$ cat src/rtl/emergency_request_conditioner.sv
// emergency_request_conditioner
//
// Front end for the intersection controller's emergency inputs. It
// synchronises and debounces the two raw siren-detector levels. Each new
// detection is latched as a pending request, and left is arbitrated against
// right. Each grant becomes one fixed-length pulse followed by a cooldown.
//
// States:
//   IDLE     | waiting for a pending request while enabled
//   ASSERT   | one Emergency output high, timer counts HOLD_CYCLES down
//   COOLDOWN | both outputs low, timer counts COOLDOWN_CYCLES down
//
// Ports:
//   clk              system clock, rising edge
//   rst              asynchronous active-high reset
//   siren_left_raw   raw left detector level (asynchronous)
//   siren_right_raw  raw right detector level (asynchronous)
//   enable           0 blocks grants, aborts a pulse, clears pendings
//   Emergency_left   registered left pulse, HOLD_CYCLES long
//   Emergency_right  registered right pulse, HOLD_CYCLES long
//   busy             high in ASSERT or COOLDOWN
//   req_count        grants since reset, saturating at 255
module emergency_request_conditioner #(
    parameter int DEBOUNCE_CYCLES = 4,
    parameter int HOLD_CYCLES     = 10,
    parameter int COOLDOWN_CYCLES = 20,
    parameter int CNT_W           = 6
) (
    input  logic       clk,
    input  logic       rst,
    input  logic       siren_left_raw,
    input  logic       siren_right_raw,
    input  logic       enable,
    output logic       Emergency_left,
    output logic       Emergency_right,
    output logic       busy,
    output logic [7:0] req_count
);

    localparam logic [CNT_W-1:0] DEB_LAST  = CNT_W'(DEBOUNCE_CYCLES - 1);
    localparam logic [CNT_W-1:0] HOLD_LAST = CNT_W'(HOLD_CYCLES - 1);
    localparam logic [CNT_W-1:0] COOL_LAST = CNT_W'(COOLDOWN_CYCLES - 1);

    typedef enum logic [1:0] {
        IDLE     = 2'd0,
        ASSERT   = 2'd1,
        COOLDOWN = 2'd2
    } state_t;

    // Bit 0 is the left side, bit 1 the right side throughout.
    logic [1:0]            sync1_q;
    logic [1:0]            s_q;
    logic [1:0]            db_q, db_d;
    logic [1:0][CNT_W-1:0] dcnt_q, dcnt_d;
    logic [1:0]            pend_q, pend_d;
    logic [1:0]            em_q, em_d;
    logic [1:0]            rise;
    logic [1:0]            grant;
    state_t                state_q, state_d;
    logic [CNT_W-1:0]      timer_q, timer_d;
    logic                  last_left_q, last_left_d;
    logic                  busy_q, busy_d;
    logic [7:0]            req_count_q, req_count_d;

    // Debounce: the level changes only after DEBOUNCE_CYCLES consecutive
    // disagreeing samples; rise flags the 0->1 change of the debounced level.
    always_comb begin
        db_d   = db_q;
        dcnt_d = dcnt_q;
        rise   = 2'b00;
        for (int i = 0; i < 2; i++) begin
            if (s_q[i] == db_q[i]) begin
                dcnt_d[i] = '0;
            end else if (dcnt_q[i] == DEB_LAST) begin
                db_d[i]   = s_q[i];
                dcnt_d[i] = '0;
                rise[i]   = s_q[i];
            end else begin
                dcnt_d[i] = dcnt_q[i] + 1'b1;
            end
        end
    end

    always_comb begin
        state_d     = state_q;
        timer_d     = timer_q;
        em_d        = em_q;
        pend_d      = pend_q;
        last_left_d = last_left_q;
        req_count_d = req_count_q;
        grant       = 2'b00;
        if (!enable) begin
            state_d = IDLE;
            timer_d = '0;
            em_d    = 2'b00;
            pend_d  = 2'b00;
        end else begin
            case (state_q)
                IDLE: begin
                    if (|pend_q) begin
                        // Ties alternate; a lone request does not move the tie pointer.
                        if (&pend_q) begin
                            grant       = last_left_q ? 2'b10 : 2'b01;
                            last_left_d = ~last_left_q;
                        end else begin
                            grant = pend_q;
                        end
                        state_d = ASSERT;
                        timer_d = HOLD_LAST;
                        em_d    = grant;
                        if (req_count_q != 8'hFF) begin
                            req_count_d = req_count_q + 8'd1;
                        end
                    end
                end
                ASSERT: begin
                    if (timer_q == '0) begin
                        em_d    = 2'b00;
                        state_d = COOLDOWN;
                        timer_d = COOL_LAST;
                    end else begin
                        timer_d = timer_q - 1'b1;
                    end
                end
                COOLDOWN: begin
                    if (timer_q == '0) begin
                        state_d = IDLE;
                    end else begin
                        timer_d = timer_q - 1'b1;
                    end
                end
                default: begin
                    state_d = IDLE;
                    timer_d = '0;
                    em_d    = 2'b00;
                end
            endcase
            // A new edge on the side being granted re-arms its pending.
            pend_d = (pend_q & ~grant) | rise;
        end
        busy_d = (state_d != IDLE);
    end

    always_ff @(posedge clk or posedge rst) begin
        if (rst) begin
            sync1_q     <= 2'b00;
            s_q         <= 2'b00;
            db_q        <= 2'b00;
            dcnt_q      <= '0;
            pend_q      <= 2'b00;
            em_q        <= 2'b00;
            state_q     <= IDLE;
            timer_q     <= '0;
            last_left_q <= 1'b0;
            busy_q      <= 1'b0;
            req_count_q <= 8'd0;
        end else begin
            sync1_q     <= {siren_right_raw, siren_left_raw};
            s_q         <= sync1_q;
            db_q        <= db_d;
            dcnt_q      <= dcnt_d;
            pend_q      <= pend_d;
            em_q        <= em_d;
            state_q     <= state_d;
            timer_q     <= timer_d;
            last_left_q <= last_left_d;
            busy_q      <= busy_d;
            req_count_q <= req_count_d;
        end
    end

    assign Emergency_left  = em_q[0];
    assign Emergency_right = em_q[1];
    assign busy            = busy_q;
    assign req_count       = req_count_q;

endmodule

$ cat config.mk
export PLATFORM = sky130hd
export DESIGN_NAME = emergency_request_conditioner
export DESIGN_NICKNAME = d
export VERILOG_FILES = /design/src/rtl/emergency_request_conditioner.sv
export SDC_FILE = /design/constraint.sdc
export NUM_CORES = 1
export LEC_CHECK = 0
export CAP_MARGIN = 20
export CELL_PAD_IN_SITES_DETAIL_PLACEMENT = 1
export CELL_PAD_IN_SITES_GLOBAL_PLACEMENT = 1
export CORE_AREA = 2 2 66 68
export DETAILED_ROUTE_END_ITERATION = 8
export DIE_AREA = 0 0 68 70
export GPL_TIMING_DRIVEN = 0
export PLACE_DENSITY = 0.85
export SLEW_MARGIN = 20
export SYNTH_ARGS = -nofsm -noshare
export SYNTH_HDL_FRONTEND = slang
export SYNTH_SLANG_ARGS = --single-unit
$ cat constraint.sdc
create_clock -name clk -period 6 [get_ports clk]
set_clock_uncertainty 0.1 [all_clocks]
set_input_delay 1.8 -clock clk [delete_from_list [all_inputs] [get_ports clk]]
set_output_delay 1.8 -clock clk [all_outputs]
set_load 0.05 [all_outputs]
==> impl_metrics.env <==
export IMPL_cts_buffer_depth=2
export IMPL_cts_resized_gates=0
export IMPL_syn_num_nets=188
export IMPL_grt_max_degree=30
export IMPL_hold_viol=0
export IMPL_postRouteAntennaNets=0
export IMPL_relSlewSlack=0.559
export IMPL_synth_cells=179
export IMPL_pwr_density_cell_nw_per_um2=352
export IMPL_holdCritStartpoint="sync1_q[0]"
export IMPL_cts_clk_slew_worst_paths_ps=70
export IMPL_areaGrowthSynthToFinish_pct=17.0
export IMPL_p_leak_nw=1.01
export IMPL_cts_root_buf="clkbuf_8"
export IMPL_fill_cells=461
export IMPL_slew_viol_final=0
export IMPL_layout_commonest_cell="dfrtp_1"
export IMPL_worst_slew_pin_slew_ps=656
export IMPL_rows=24
export IMPL_synthArstFlopShare=1.00
export IMPL_synthFlopType="dfrtp_1"
export IMPL_drt_pass1_iterations=4
export IMPL_cts_tree="yes"
export IMPL_cp_start_kind="flip-flop"
export IMPL_port_buffers=15
export IMPL_fin_nets=211
export IMPL_cts_buffers=5
export IMPL_rr_worst_depth=6
export IMPL_vias=1449
export IMPL_die_w_um=68
export IMPL_hold_slack_ps=253
export IMPL_synth_seq_cells=40
export IMPL_setup_worst_path_end_class="primary output"
export IMPL_mostFrequentLayoutCells="dfrtp_1 (40), nor2_1 (16), clkdlybuf4s50_1 (15), nand2_1 (14), nand3_1 (12)"
export IMPL_critical_path_buf_inv_count=1
export IMPL_n_antenna_cell=0
export IMPL_synth_cell_area_um2=1920
export IMPL_place_inst=247
export IMPL_critPathTopFamily="buffers and inverters"
export IMPL_r2r_slack_ps=3720
export IMPL_slowest_stage="clkdlybuf4s50_1"
export IMPL_dp_hpwl_um=3200
export IMPL_cts_sinks=40
export IMPL_crit_required_ps=4100
export IMPL_critical_path_class="flip-flop to primary output"
export IMPL_wirelength_um=4150
export IMPL_clock_fmax_ghz=0.287
export IMPL_min_period_over_period=0.580
export IMPL_r2r_end="timer_q[1]"
export IMPL_fin_util=0.543
export IMPL_hp_class="flip-flop to flip-flop"
export IMPL_first_global_vias=1512
export IMPL_setup_viol=0
export IMPL_period_minus_slack_ps=3480
export IMPL_slowest_delay_ps=840
export IMPL_routedWlPerCell_um=16.3
export IMPL_place_congestion=0.850
export IMPL_peakVddDrop_uv=141
export IMPL_instances_no_fill=255
export IMPL_critPathMaxFanout=6
export IMPL_coreArea_um2=4140
export IMPL_p_total_mw=0.793
export IMPL_drive_gt1_frac=0.103
export IMPL_synth_seq_area_share=0.520
export IMPL_cts_hold_buf=0
export IMPL_hold_depth=0
export IMPL_post_cts_buffers=0
export IMPL_rsz0062_at_grt="no"
export IMPL_drc=0
export IMPL_synth_area_per_cell_um2=10.7
export IMPL_synth_edf_count=0
export IMPL_dieArea_um2=4760
export IMPL_path_cells="clkdlybuf4s50_1"
export IMPL_initial_core_util=0.464
export IMPL_netlist_cell_type_count=47
export IMPL_viasPerCell=5.68
export IMPL_grt_first_pass_wirelength_um=7120
export IMPL_drv_cap=0
export IMPL_setup_tns_ps=0
export IMPL_grt_overflow=0
export IMPL_clock_latency_ps=290
export IMPL_arrival_ps=1580
export IMPL_antenna_found_initial=0
export IMPL_htree_levels=2
export IMPL_die_h_um=70
export IMPL_drtIter0Drc=35
export IMPL_status="completed"
export IMPL_synth_warnings=0
export IMPL_ioPinCount=16
export IMPL_r2r_start="timer_q[0]"
export IMPL_min_to="s_q[0]"
export IMPL_track_usage=0.199
registers in the layout (all words and copies together), names as in the netlist:
name         flops
em_q             2
sync1_q          2
db_q             2
req_count        8
state_q          2
dcnt_q          12
timer_q          6
busy             1
pend_q           2
last_left_q      1
s_q              2
cells in the mapped netlist, types with 2 or more instances:
library cell / instances / share of area
a211o_1: 2 / 0.0091
a21boi_0: 2 / 0.0078
a21oi_1: 4 / 0.010
and2_1: 3 / 0.0098
and4_1: 2 / 0.0091
buf_2: 2 / 0.0052
dfrtp_1: 40 / 0.52
ha_1: 4 / 0.026
inv_1: 4 / 0.0078
mux2_2: 3 / 0.018
nand2_1: 14 / 0.027
nand2b_1: 3 / 0.0098
nand3_1: 12 / 0.031
nand3b_1: 2 / 0.0078
nand4_1: 5 / 0.016
nor2_1: 16 / 0.031
nor2b_1: 3 / 0.0098
nor3_1: 4 / 0.010
nor3b_2: 2 / 0.013
nor4_1: 3 / 0.0098
o211ai_1: 2 / 0.0078
o21ai_0: 4 / 0.010
xnor2_1: 10 / 0.046
xor2_1: 10 / 0.046
per-stage QoR:
stage / setup slack (ps) / area (um^2)
CTS: 2490 / 2250
floorplan: 3180 / 1920
global placement: 2400 / 2140
global route: 2440 / 2250
detailed placement: 2520 / 2160
finish: 2520 / 2250
worst max path at each step:
stage	start	end	slack [ps]	cells past startpoint
detailed placement	enable	req_count[1]	2520	4
global placement	rst	busy	2400	2
floorplan	rst	busy	3180	1
finish	req_count[2]	req_count[2]	2520	1
CTS	req_count[2]	req_count[2]	2490	1
global route	req_count[2]	req_count[2]	2440	1
logic make-up (layout without fill, tap and decap cells):
kind of cell    count (synthesis)  after routing  synth area share
simple gates                   82             82             0.243
flops                          40             40             0.520
compound gates                 22             22            0.0813
xor+xnor                       20             20            0.0911
buf+inv                         8             32            0.0208
fa+ha+maj                       4              4            0.0260
mux                             3              3            0.0176
routing by layer:
metal	global-route usage	part of all wire	wire, um
met1	0.237	0.43	1780
met2	0.344	0.52	2170
met3	0.0499	0.034	140
met4	0.0600	0.015	63
met5	0	0	0
report_power, final:
part	total [mW]	switching, mW	internal (mW)
clock network	0.180	0.0887	0.0917
logic	0.252	0.153	0.0990
registers	0.361	0.0475	0.313
cell type report:
class	instances	area, um^2	area share
well taps	52	65.1	0.0289
inverters	4	15.0	0.00667
clock inverters	2	10.0	0.00445
multi-input cells	131	882	0.392
plain buffers	4	25.0	0.0111
repair buffers	16	170	0.0756
flip-flops and latches	40	1000	0.445
clock buffers	6	82.6	0.0367
Note: power is estimated with default switching activity, not from simulation.
